--- config.mk ---
export PLATFORM = sky130hd
export DESIGN_NAME = serialrx
export DESIGN_NICKNAME = d
export VERILOG_FILES = /design/src/rtl/serial_pkg.sv /design/src/rtl/serialrx_sync.sv /design/src/rtl/serialrx.sv
export SDC_FILE = /design/constraint.sdc
export NUM_CORES = 1
export LEC_CHECK = 0
export CAP_MARGIN = 20
export CORE_ASPECT_RATIO = 0.75
export CORE_MARGIN = 5
export CORE_UTILIZATION = 49
export DETAILED_ROUTE_END_ITERATION = 12
export HOLD_SLACK_MARGIN = 0.05
export PLACE_DENSITY = 0.76
export REMOVE_ABC_BUFFERS = 1
export SYNTH_ARGS = -nofsm -noshare
export SYNTH_HDL_FRONTEND = slang
export SYNTH_SLANG_ARGS = --single-unit
export TNS_END_PERCENT = 20
--- constraint.sdc ---
create_clock -name clk -period 1.8 [get_ports clk]
set_clock_uncertainty 0.15 [all_clocks]
set_input_delay 0.18 -clock clk [delete_from_list [all_inputs] [get_ports clk]]
set_output_delay 0.18 -clock clk [all_outputs]
set_load 0.01 [all_outputs]
--- src/rtl/serial_pkg.sv ---
// Types and constants shared by the serial transmitter and receiver.
package serial_pkg;

    typedef enum logic [1:0] {
        IDLE  = 2'd0,
        START = 2'd1,
        DATA  = 2'd2,
        STOP  = 2'd3
    } rx_state_t;

    localparam int CLKS_PER_BIT_DEFAULT = 167;
    localparam int FRAME_BITS           = 8;

endpackage

--- src/rtl/serialrx_sync.sv ---
// Two-flop synchronizer for the serial line, reset to the idle (high) level.
// With SERIALRX_MAJORITY_EN it also keeps a 3-tap history and outputs the 2-of-3 vote.
module serialrx_sync (
    input  logic clk,
    input  logic rst_n,
    input  logic rx,
    output logic rx_s,
    output logic rx_vote
);

    logic meta;

    always_ff @(posedge clk or negedge rst_n) begin
        if (!rst_n) begin
            meta <= 1'b1;
            rx_s <= 1'b1;
        end else begin
            meta <= rx;
            rx_s <= meta;
        end
    end

`ifdef SERIALRX_MAJORITY_EN
    logic h1, h2;

    always_ff @(posedge clk or negedge rst_n) begin
        if (!rst_n) begin
            h1 <= 1'b1;
            h2 <= 1'b1;
        end else begin
            h1 <= rx_s;
            h2 <= h1;
        end
    end

    // Vote over the current and two previous synchronized samples.
    assign rx_vote = (rx_s & h1) | (rx_s & h2) | (h1 & h2);
`else
    assign rx_vote = rx_s;
`endif

endmodule

--- src/rtl/serialrx.sv ---
// UART-style receiver: start bit, 8 data bits MSB first, stop bit; valid/ack byte delivery.
// Optional SERIALRX_MAJORITY_EN: 2-of-3 vote around each sample point, decision one cycle later.
module serialrx
    import serial_pkg::*;
#(
    parameter int CLKS_PER_BIT = CLKS_PER_BIT_DEFAULT
) (
    input  logic       clk,
    input  logic       rst_n,
    input  logic       rx,
    output logic [7:0] data,
    output logic       valid,
    input  logic       ack,
    output logic       overrun,
    output logic       frame_err,
    output logic       busy,
    output logic [1:0] state_dbg
);

    localparam int CW       = $clog2(CLKS_PER_BIT);
    localparam int IW       = $clog2(FRAME_BITS);
    localparam int HALF_BIT = CLKS_PER_BIT / 2;

    localparam logic [CW-1:0] LAST_CNT = CW'(CLKS_PER_BIT - 1);
    localparam logic [IW-1:0] LAST_IDX = IW'(FRAME_BITS - 1);
`ifdef SERIALRX_MAJORITY_EN
    localparam logic [CW-1:0] START_PT = CW'(HALF_BIT);
`else
    localparam logic [CW-1:0] START_PT = CW'(HALF_BIT - 1);
`endif

    // Valid/ack: valid stays high until an edge with ack=1; ack while valid=0 is ignored.
    // A good stop bit arriving while valid=1 and ack=0 overwrites data and sets overrun.

    logic rx_s, rx_vote;

    serialrx_sync u_sync (
        .clk     (clk),
        .rst_n   (rst_n),
        .rx      (rx),
        .rx_s    (rx_s),
        .rx_vote (rx_vote)
    );

    rx_state_t       state, state_n;
    logic [CW-1:0]   cnt;
    logic [IW-1:0]   idx;
    logic [7:0]      sh;
    logic            go_data, shift_en, stop_ok, stop_bad;

    always_ff @(posedge clk or negedge rst_n) begin
        if (!rst_n) state <= IDLE;
        else        state <= state_n;
    end

    always_comb begin
        state_n  = state;
        go_data  = 1'b0;
        shift_en = 1'b0;
        stop_ok  = 1'b0;
        stop_bad = 1'b0;
        case (state)
            IDLE: begin
                if (!rx_s) state_n = START;
            end
            START: begin
                if (cnt == START_PT) begin
                    if (rx_vote) begin
                        state_n = IDLE;
                    end else begin
                        state_n = DATA;
                        go_data = 1'b1;
                    end
                end
            end
            DATA: begin
                if (cnt == LAST_CNT) begin
                    shift_en = 1'b1;
                    if (idx == LAST_IDX) state_n = STOP;
                end
            end
            STOP: begin
                // Leave at mid stop bit so a start edge half a bit later is still caught.
                if (cnt == LAST_CNT) begin
                    state_n  = IDLE;
                    stop_ok  = rx_vote;
                    stop_bad = !rx_vote;
                end
            end
            default: state_n = IDLE;
        endcase
    end

    always_ff @(posedge clk or negedge rst_n) begin
        if (!rst_n) begin
            cnt <= '0;
            idx <= '0;
            sh  <= '0;
        end else begin
            if (state == IDLE || go_data || cnt == LAST_CNT) cnt <= '0;
            else                                             cnt <= cnt + CW'(1);
            if (go_data)       idx <= '0;
            else if (shift_en) idx <= idx + IW'(1);
            if (shift_en) sh <= {sh[6:0], rx_vote};
        end
    end

    always_ff @(posedge clk or negedge rst_n) begin
        if (!rst_n) begin
            data      <= 8'h00;
            valid     <= 1'b0;
            overrun   <= 1'b0;
            frame_err <= 1'b0;
        end else begin
            frame_err <= stop_bad;
            if (stop_ok) begin
                data    <= sh;
                valid   <= 1'b1;
                overrun <= valid && !ack;
            end else if (ack && valid) begin
                valid   <= 1'b0;
                overrun <= 1'b0;
            end
        end
    end

    assign busy      = (state != IDLE);
    assign state_dbg = state;

endmodule

# Word level (Yosys, flattened, before mapping)
# Index checks and enable logic that the tools add are counted.
word_totals:
  reg_bits: 34
  word_cells: 56
op_classes:
  n_addsub: 2
  n_eq_ne: 11
  mux: 22
  n_reduce_logical: 11
op_table:
  columns: ["op", "count"]
  rows:
  - ["$mux W1", 12]
  - ["$mux W2", 6]
  - ["$ne A2 B2 Y1 const B", 5]
  - ["$add A8 B1 Y8 const B", 1]
  - ["$eq A8 B7 Y1 const B", 1]
  - ["$eq A8 B8 Y1 const B", 1]
  - ["$mux W8", 1]
  - ["$pmux W2 S4", 1]
  - ["$mux W3", 2]
  - ["$reduce_bool A2 Y1", 3]
  - ["$reduce_and A5 Y1", 1]
  - ["$eq A2 B2 Y1 const B", 2]
  - ["$add A3 B1 Y3 const B", 1]
  - ["$eq A3 B3 Y1 const B", 1]
  - ["$eq A2 B1 Y1 const B", 1]
  - ["$logic_and A1 B1 Y1", 2]
  - ["$logic_not A1 Y1", 2]
  - ["$logic_not A2 Y1", 1]
  - ["$logic_or A1 B1 Y1", 2]

# Depth between registers and ports, before layout
depth:
  depth_word: 6
  ltp_mapped: 7

# Cells and area by module
# A second synthesis with hierarchy kept.
hier_totals:
  hier_cells: 115
  hier_area_um2: 1487.7
modules_own_cells:
  columns: ["module", "instances", "cells_per_inst", "area_each_um2"]
  rows:
  - ["serialrx", 1, 112, 1427.6]
  - ["serialrx_sync", 1, 3, 60.1]

# Worst setup path after synthesis
# OpenSTA, ideal clock, no wires.
synth_timing:
  path_type: "reg-to-reg"
  from: "register cnt[0]"
  to: "register sh[0]"
  setup_ns: 0.127
  arrival_ns: 1.579
  t_required_ns: 1.523
  setup_slack_ns: -0.056
  path_stages_with_launch: 8
  n_path_buf: 2
  path_cell_list: "dfrtp_1 -> inv_1 -> ha_1 -> and4bb_1 -> buf_6 -> and4_4 -> buf_6 -> mux2_1"
synth_between:
  elab_chain_cells: 3
synth_lines:
  columns: ["element", "line_no", "text"]
  rows:
  - ["start, declared", "serialrx.sv:46", "logic [CW-1:0] cnt;"]
  - ["start signal, assigned", "serialrx.sv:101", "else cnt <= cnt + CW'(1);"]
  - ["$eq A8 B8 Y1", "serialrx.sv:77", "if (cnt == LAST_CNT) begin"]
  - ["$mux W1", "serialrx.sv:77", null]
  - ["$mux W1", "serialrx.sv:62", "case (state)"]
  - ["end signal, assigned", "serialrx.sv:104", "if (shift_en) sh <= {sh[6:0], rx_vote};"]
  - ["end, declared", "serialrx.sv:48", "logic [7:0] sh;"]
# No other way between the ends.
# A chain may end at the register's enable or synchronous reset.

# Worst setup path after layout
layout_timing:
  from: "register cnt[0]"
  to: "register sh[1]"
# The elaborated chain is that of the path after synthesis.

==> flow_summary.ini <==
[run_status]
status = finished with violations
violations = negative setup slack

[cts]
cts_tree = built
clk_pin_slew_worst_paths_ns = 0.06
root_buffer = clkbuf_8
numCtsBuffers = 5
cts_max_level = 2
hold_buffers = 0
clk_latency_ns = 0.29
clock_sinks = 34
clock_path_buffers = 2

[final_layout]
multiInputGateArea_um2 = 788.3
final_layout_size_suffix_gt1_frac = 0.3522
final_nets = 166
fillCellCount = 217
regArea_um2 = 855.8
area_delta_synth_final_pct = 35.09
fin_util = 0.7021
n_antenna_cell = 0

[sta]
max_freq_mhz = 547.6
worstMarginPinSlew_ns = 0.4261
setup_slack_ns = -0.02624
slew_violations = 0
tns_ns = -0.1729
finalCritPeriodShare = 1.015
timing.final.crit_period_ns = 1.826
hold_slack_ns = 0.1501
setup_violations = 12
hold_viol_final = 0
max_slew_margin = 0.7159
rsz0062_at_grt = true

[logic_synthesis]
ys_types = 36
ys_seq_area_frac = 0.5513
yosysWarnings = 0
syn_inst = 121
synth_area_per_cell_um2 = 12.79
ys_seq_elements = 34
syn_area_um2 = 1548
async_flop_share = 1.000
ys.flop_type = dfrtp_1
synth_edf_count = 0

[route]
viasPerCell = 5.898
vias = 1162
wl_um = 3660
wl_per_cell_um = 18.58
antenna_left = 0
drt_iter0_markers = 56
first_pass_iters = 4
drc = 0

[placed_design]
io_buffer_count = 17
hpwl_um = 2239
preCtsSetupSlack_ns = -0.009963
globalplace.congestion = 0.8038

[power_and_ir_drop]
ir_drop_v = 0.0005338
power_switching_uw = 292.3
seqPwrFrac = 0.560
pwr-share-comb = 0.025
leakage_nw = 0.9748
internal_power_mw = 1.091
powerDensity_nw_per_um2 = 661.8
swShare = 0.2112
clkPwrFrac = 0.415

[floorplan]
ios = 18
initial_core_util = 0.5197
die_height_um = 58.67
num_rows = 17
core-area_um2 = 2978
dieArea_um2 = 4394
die_w_um = 74.90

[worst_hold_path]
min_path_cells = 1
worstHoldPathType = primary input to flop

[setup_path]
critPathKind = flop to flop
ff2ff_path_depth = 5
start_kind = flop
crit_required_ns = 1.82
slowest_stage = dfrtp_1
path_cells = inv_1, ha_2, and4bb_2, and4_4, mux2_4
end_kind = flop
cpPeakStageDelay_ns = 0.37
cp.arrival_ns = 1.85
cp_max_fo = 5
r2r_setup_slack_ns = -0.03

[run]
cap_violations = 0

[grt]
grt_pass1_wl_um = 5823
grt_max_degree = 35
grt_pass1_vias = 1155
grt_antenna_before_repair = 0
track_usage = 0.1815
grt_overflow = 0
through the flow:
step | instances | power, mW | area [um^2]
after floorplan | 115 | 0.7937 | 1505
after global placement | 184 | 0.8217 | 1828
after detailed placement | 184 | 0.8228 | 1828
after CTS | 194 | 1.391 | 1944
after global routing | 197 | 1.441 | 2091
final | 197 | 1.384 | 2091
cell usage in the layout (no fill, tap or decap), types with 3 or more instances in the layout:
cell type	count
nand2_1	7
buf_4	16
dfrtp_1	30
nor3_1	6
clkdlybuf4s50_1	16
ha_1	3
nand3_1	5
a21oi_1	3
mux2_4	15
clkbuf_8	6
kinds of logic (layout without fill, tap and decap cells):
kind of cell             after synthesis  in the layout  share of synthesized area
AND/OR/NAND/NOR                       38             40                     0.1657
flip-flops                            34             34                     0.5513
AO/OA/AOI/OAI                         17             17                    0.07842
multiplexers                          17             17                     0.1229
buffers and inverters                  8             44                    0.03234
adder cells (fa/ha/maj)                4              4                    0.03234
XOR/XNOR                               3              3                    0.01698
layer usage:
metal  wire length (um)  part of all wire  up-vias  track usage
li1                   -                 -      528            -
met1               1587              0.43      592       0.2380
met2               1801              0.49       34       0.2754
met3                182             0.050        8      0.06143
met4                 89             0.024        0      0.07360
met5                  0                 0        -            0
critical path: cells and delay by family (launching register included):
family / cells / cell delay (ns)
adder cells (fa/ha/maj): 1 / 0.17
flip-flops: 1 / 0.37
buffers and inverters: 1 / 0.06
multiplexers: 1 / 0.32
AND/OR/NAND/NOR: 2 / 0.64
final timing paths:
kind | from | endpoint
setup / recovery | cnt[0]$_DFF_PN0_ | sh[1]$_DFFE_PN0P_
hold / removal | rx | u_sync.meta$_DFF_PN1_
setup reg to reg | cnt[0]$_DFF_PN0_ | sh[1]$_DFFE_PN0P_
hold reg to reg | u_sync.meta$_DFF_PN1_ | u_sync.rx_s$_DFF_PN1_
max in group asynchronous | rst_n | u_sync.rx_s$_DFF_PN1_
min in group asynchronous | rst_n | sh[5]$_DFFE_PN0P_
cell type report:
type / instances / area share
Tap cell: 38 / 0.02274
Timing Repair Buffer: 34 / 0.1436
Inverter: 2 / 0.003591
Multi-Input combinational cell: 81 / 0.3770
Clock inverter: 1 / 0.002394
Clock buffer: 7 / 0.04129
Sequential cell: 34 / 0.4093
state kept, by name, indices dropped and copies added (netlist names), named ones only:
register,count
cnt,8
data,8
frame_err,1
idx,3
overrun,1
sh,8
state_dbg,1
u_sync.meta,1
u_sync.rx_s,1
valid,1
timing repair:
action	4_1_cts	5_1_grt
setup endpoints to repair	11	28
gates cloned	1	2
buffers inserted	1	1
endpoints found under the hold margin	0	0
pin swaps	2	3
gates resized for setup	4	28
synthesized netlist by cell type, types with 2 or more instances:
| library cell | number | share of area |
|---|---|---|
| buf_2 | 4 | 0.013 |
| ha_1 | 4 | 0.032 |
| or4_1 | 2 | 0.0097 |
| a211oi_1 | 3 | 0.015 |
| xor2_1 | 2 | 0.011 |
| dfstp_2 | 2 | 0.034 |
| a21oi_1 | 3 | 0.0097 |
| nand4bb_1 | 3 | 0.022 |
| nor3_1 | 6 | 0.019 |
| or3_1 | 2 | 0.0081 |
| inv_1 | 2 | 0.0049 |
| nand4_1 | 2 | 0.0081 |
| mux2_1 | 16 | 0.12 |
| dfrtp_1 | 32 | 0.52 |
| o21ai_0 | 2 | 0.0065 |
| nand3_1 | 5 | 0.016 |
| o31ai_1 | 4 | 0.019 |
| nand2_1 | 7 | 0.017 |
| nor4_1 | 2 | 0.0081 |
| buf_6 | 2 | 0.015 |
power groups by stage:
stage / Combinational [mW] / Clock [mW] / Sequential (mW)
final: 0.0346 / 0.574 / 0.775
after global routing: 0.0395 / 0.627 / 0.775
after CTS: 0.0353 / 0.582 / 0.774
after detailed placement: 0.0346 / 0 / 0.788
after global placement: 0.0336 / 0 / 0.788
after floorplan: 0.00548 / 0 / 0.788
No activity file was read; power rests on OpenSTA's default activity.
